--- src/rtl/dcache_direct_mapped.sv ---
// Direct-mapped, write-through, no-write-allocate data cache with one-word lines.
// Optional hit/miss counters are built when DCACHE_STATS_EN is defined.
module dcache_direct_mapped #(
   parameter int DATA_WIDTH = 32,
   parameter int SET_BITS   = 3
) (
   input  logic                  clk,
   input  logic                  rst,
   input  logic                  cpu_req,
   input  logic                  cpu_we,
   input  logic                  cpu_byte,
   input  logic [31:0]           cpu_addr,
   input  logic [DATA_WIDTH-1:0] cpu_wd,
   output logic [DATA_WIDTH-1:0] cpu_rd,
   output logic                  cpu_stall,
   output logic                  mem_req,
   output logic                  mem_we,
   output logic                  mem_st_byte,
   output logic [31:0]           mem_addr,
   output logic [DATA_WIDTH-1:0] mem_wd,
   input  logic [DATA_WIDTH-1:0] mem_rd,
   input  logic                  mem_ready,
`ifdef DCACHE_STATS_EN
   output logic [31:0]           stat_hits,
   output logic [31:0]           stat_misses,
`endif
   output logic [1:0]            dbg_state
);

   localparam int SETS  = 1 << SET_BITS;
   localparam int TAG_W = 30 - SET_BITS;

   if (DATA_WIDTH != 32) begin : g_bad_width
      $error("dcache_direct_mapped: DATA_WIDTH must be 32");
   end

   // Handshake: cpu_req is held stable while cpu_stall=1; the request completes in
   // the first cycle with cpu_req=1 and cpu_stall=0. A memory access completes in
   // the cycle where mem_req=1 and mem_ready=1; mem_ready is ignored otherwise.
   typedef enum logic [1:0] {
      IDLE  = 2'd0,
      FILL  = 2'd1,
      WRITE = 2'd2,
      DONE  = 2'd3
   } state_t;

   state_t                r_state;
   state_t                w_next;
   logic [SETS-1:0]       r_valid;
   logic [TAG_W-1:0]      r_tag  [SETS];
   logic [DATA_WIDTH-1:0] r_data [SETS];
   logic [DATA_WIDTH-1:0] r_rd_cap;

   logic [SET_BITS-1:0]   w_idx;
   logic [TAG_W-1:0]      w_tag;
   logic                  w_hit;
   logic [4:0]            w_lane;
   logic                  w_load;

   assign w_idx     = cpu_addr[2 +: SET_BITS];
   assign w_tag     = cpu_addr[31 -: TAG_W];
   assign w_hit     = r_valid[w_idx] && (r_tag[w_idx] == w_tag);
   assign w_lane    = {cpu_addr[1:0], 3'b000};
   assign w_load    = cpu_req && !cpu_we;
   assign dbg_state = r_state;

   function automatic logic [DATA_WIDTH-1:0] fmt_load(input logic [DATA_WIDTH-1:0] word,
                                                      input logic byte_acc,
                                                      input logic [4:0] lane);
      if (byte_acc) fmt_load = {{(DATA_WIDTH-8){1'b0}}, word[lane +: 8]};
      else          fmt_load = word;
   endfunction

   always_ff @(posedge clk) begin
      if (rst) begin
         r_state  <= IDLE;
         r_valid  <= '0;
         r_rd_cap <= '0;
      end else begin
         r_state <= w_next;
         if (r_state == FILL && mem_ready) begin
            r_valid[w_idx] <= 1'b1;
            r_tag[w_idx]   <= w_tag;
            r_data[w_idx]  <= mem_rd;
            r_rd_cap       <= fmt_load(mem_rd, cpu_byte, w_lane);
         end
         // Write-through keeps a resident line coherent; misses never allocate.
         if (r_state == WRITE && mem_ready && w_hit) begin
            if (cpu_byte) r_data[w_idx][w_lane +: 8] <= cpu_wd[7:0];
            else          r_data[w_idx]              <= cpu_wd;
         end
      end
   end

   always_comb begin
      w_next      = r_state;
      cpu_stall   = 1'b0;
      cpu_rd      = '0;
      mem_req     = 1'b0;
      mem_we      = 1'b0;
      mem_st_byte = 1'b0;
      mem_addr    = '0;
      mem_wd      = '0;
      case (r_state)
         IDLE: begin
            if (cpu_req) begin
               if (cpu_we) begin
                  cpu_stall = 1'b1;
                  w_next    = WRITE;
               end else if (w_hit) begin
                  cpu_rd = fmt_load(r_data[w_idx], cpu_byte, w_lane);
               end else begin
                  cpu_stall = 1'b1;
                  w_next    = FILL;
               end
            end
         end
         FILL: begin
            cpu_stall = 1'b1;
            mem_req   = 1'b1;
            mem_addr  = {cpu_addr[31:2], 2'b00};
            if (mem_ready) w_next = DONE;
         end
         WRITE: begin
            cpu_stall   = 1'b1;
            mem_req     = 1'b1;
            mem_we      = 1'b1;
            mem_st_byte = cpu_byte;
            mem_addr    = cpu_addr;
            mem_wd      = cpu_wd;
            if (mem_ready) w_next = DONE;
         end
         DONE: begin
            if (!cpu_we) cpu_rd = r_rd_cap;
            w_next = IDLE;
         end
         default: w_next = IDLE;
      endcase
   end

`ifdef DCACHE_STATS_EN
   logic [31:0] r_hits;
   logic [31:0] r_misses;

   assign stat_hits   = r_hits;
   assign stat_misses = r_misses;

   // A miss is counted when its load finishes, so aborted fills never count.
   always_ff @(posedge clk) begin
      if (rst) begin
         r_hits   <= '0;
         r_misses <= '0;
      end else begin
         if (r_state == IDLE && w_load && w_hit && r_hits != 32'hFFFF_FFFF)
            r_hits <= r_hits + 32'd1;
         if (r_state == DONE && w_load && r_misses != 32'hFFFF_FFFF)
            r_misses <= r_misses + 32'd1;
      end
   end
`endif

endmodule
--- config.mk ---
export PLATFORM = sky130hd
export DESIGN_NAME = dcache_direct_mapped
export DESIGN_NICKNAME = d
export VERILOG_FILES = /design/src/rtl/dcache_direct_mapped.sv
export SDC_FILE = /design/constraint.sdc
export NUM_CORES = 1
export LEC_CHECK = 0
export BUFFER_PORTS_ARGS = -buffer_cell sky130_fd_sc_hd__buf_2
export CAP_MARGIN = 25
export CORE_UTILIZATION = 60
export CTS_CLUSTER_DIAMETER = 30
export DETAILED_ROUTE_END_ITERATION = 12
export PLACE_DENSITY = 0.87
export RECOVER_POWER = 50
export SETUP_SLACK_MARGIN = 0.05
export SLEW_MARGIN = 10
export SYNTH_ARGS = -nofsm -noshare
export SYNTH_HDL_FRONTEND = slang
export SYNTH_SLANG_ARGS = --single-unit
--- constraint.sdc ---
create_clock -name clk -period 10.6 [get_ports clk]
set_clock_uncertainty 0.15 [all_clocks]
set_input_delay 0.53 -clock clk [delete_from_list [all_inputs] [get_ports clk]]
set_output_delay 0.53 -clock clk [all_outputs]
set_load 0.03 [all_outputs]
==> flow_summary.toml <==
[pwr]
power.leakage_uw = 0.00927
p_per_area_nw_per_um2 = 224
peakVddDrop_mv = 0.152

[yosys]
synth_area_per_cell_sq_um = 14.5
synth-seq-area-share = 0.674
ys_ff_latch = 514
ys_top_cells_by_area = "edfxtp_1 (64%), mux2i_1 (4.0%), dfxtp_1 (3.8%)"
synth_ff_type = "edfxtp_1"
ys_types = 66
yosys_warnings = 0
yosysTopAreaCell = "edfxtp_1"
ys_async_sr_fraction = 0
syn_nets = 1650
synth_area_sq_um = 22300
synth_cells = 1538
synth_edf_count = 472
yosysTopAreaCellShare = 0.636

[routing]
route.vias.total = 16800
drtIter0Drc = 2742
wire_per_inst_um = 31.0
ant_nets = 0
viasPerCell = 7.29
drt_pre_antenna_iters = 6
drc = 0
drt-total-wl_mm = 71.4

[floorplanning]
rows = 70
fp.dieH_um = 195
core-area_sq_um = 36600
ios = 204
initial_core_util = 0.609
die_w_um = 195
design.die.area_sq_um = 37900

[global_routing]
grt_usage = 0.374
grt_max_degree = 66
grt_pass1_wl_mm = 104
gr-total-overflow = 0
grt_pass1_vias = 16500
antenna_found_initial = 0

[timing]
drv_slew = 320
post-route-period-util = 0.599
hold_viol = 0
tns_ns = 0
maxClockFrequency_ghz = 0.158
grt_setup_unrepaired = "false"
layout_setup_ws_ns = 4.26
setup_violations = 0
period_needed_ns = 6.34
worst_pin_slew_ns = 2.30
relSlewSlack = -0.534

[finish]
multi_input_area_sq_um = 6670
antenna_cells = 0
regArea_sq_um = 15000
utilization = 0.726
final_nets = 1875
nFillCells = 2155
drive_gt1_frac = 0.197
syn2layout_area_growth_pct = 19.3

[clocking]
clk_pin_slew_ns = 0.05
ctsHoldBuffers = 0
insertion_delay_ns = 0.62
post_cts_buffers = 0
clk_path_buf_depth = 3
root_buffer = "clkbuf_16"
cts_tree = "done"
clock-sinks = 514
htreeDepth = 3
cts_resized = 0
cts_buffers = 89

[placement]
port_buffers = 203
gp_congestion = 0.982
dp_slack_ns = 4.29
dp_hpwl_mm = 41.1

[critical_path]
path_max_fanout = 57
critPathRequiredTime_ns = 10.67
start_kind = "input port"
critPathCaptureType = "register"
timing_worst_setup_path_type = "in2reg"
crit_arrival_ns = 6.41

[min_path]
hold_class = "in2reg"

[flow_run]
max_cap_violations = 11

[outcome]
violations = "max-capacitance violations, max-slew violations"
status = "finished with violations"
-- power by group --
group	internal, uW	switching [uW]	total, uW
clock	1880	1080	2960
sequential	2250	20.1	2270
combinational	189	520	709
-- cells in the mapped netlist (all sizes together) (18+ instances only) --
cell type and count:
o2bb2ai 24, a221oi 19, inv 20, o21ai 53
clkbuf 68, mux2 28, a21oi 63, edfxtp 472
nor3 18, nand2 68, and2 77, a22o 96
dfxtp 42, nor2 64, a211oi 25, o22ai 24
mux2i 89, a22oi 48, nor2b 22, buf 35
-- worst max-delay path, stage by stage --
cell and delay (ns):
buf_2 0.08, buf_4 0.56, nand2b_1 0.77, o22ai_1 0.45
nor3_1 0.12, nor4b_1 0.63, nand4_1 0.30, nor4_4 0.27
clkbuf_1 0.68, o211ai_1 0.75, a21oi_1 1.14
-- metal layers --
metal,track usage,vias to the layer above,routed length (um)
met4,0.227,0,4540
li1,-,6603,-
met5,0,-,0
met1,0.469,7940,23700
met3,0.0986,358,10400
met2,0.585,1920,32700
-- kinds of logic (layout without fill, tap and decap cells) --
kind of cell               Yosys count  count (layout)  share of synthesized area
xor gates and xnor gates             4               4                    0.00157
muxes                              134             134                     0.0718
and+or+nand+nor                    335             335                     0.0809
adders and majority gates           10              10                    0.00561
AOI/OAI and AO/OA                  418             418                      0.139
buffers and inverters              123             424                     0.0273
DFF                                514             514                      0.674
-- metrics by stage --
stage | std cells | cell area, sq um | power [uW] | hold slack, ns
2_1_floorplan | 1538 | 22300 | 2750 | 0.298
3_3_place_gp | 2136 | 23600 | 2970 | 0.307
3_5_place_dp | 2136 | 23600 | 2990 | 0.314
4_1_cts | 2303 | 26700 | 5920 | 0.0231
5_1_grt | 2307 | 26600 | 6040 | 0.0424
6_report | 2307 | 26600 | 5940 | 0.0407
-- area by class of cell --
cell class,instances,area share
clock inverters,70,0.0295
well taps,468,0.0220
multi-input cells,901,0.251
clock buffers,97,0.0865
inverters,20,0.00282
flip-flops and latches,514,0.565
repair buffers,237,0.0432
-- registers in the layout, summed over array words and instances, names as in the netlist --
name,cells
r_data,256
r_tag,216
r_rd_cap,32
r_valid,8
dbg_state,2
-- placed cells by master (no fill, tap or decap), drive strengths merged, types with 12 or more instances in the layout --
cell / instances
nand2: 68
edfxtp: 472
a221oi: 19
o2bb2ai: 24
mux2i: 89
a22o: 96
inv: 36
buf: 155
a21oi: 63
bufinv: 12
o22ai: 24
a22oi: 48
a211oi: 25
mux4: 17
nor3: 18
and2: 77
nand2b: 14
dfxtp: 42
mux2: 28
nor2: 64
nor2b: 22
and3: 16
clkbuf: 179
clkinv: 34
nor4: 17
o21ai: 53
-- worst paths after layout --
kind / from / endpoint / slack (ns) / cells after the start
max: cpu_addr[3] / r_data[5][21] / 4.26 / 11
min reg2reg: r_rd_cap[23] / r_rd_cap[23] / 0.33 / 1
min: mem_rd[30] / r_rd_cap[30] / 0.04 / 2
max reg2reg: dbg_state[1] / r_tag[4][23] / 5.18 / 7
Note: power is estimated with default switching activity, not from simulation.
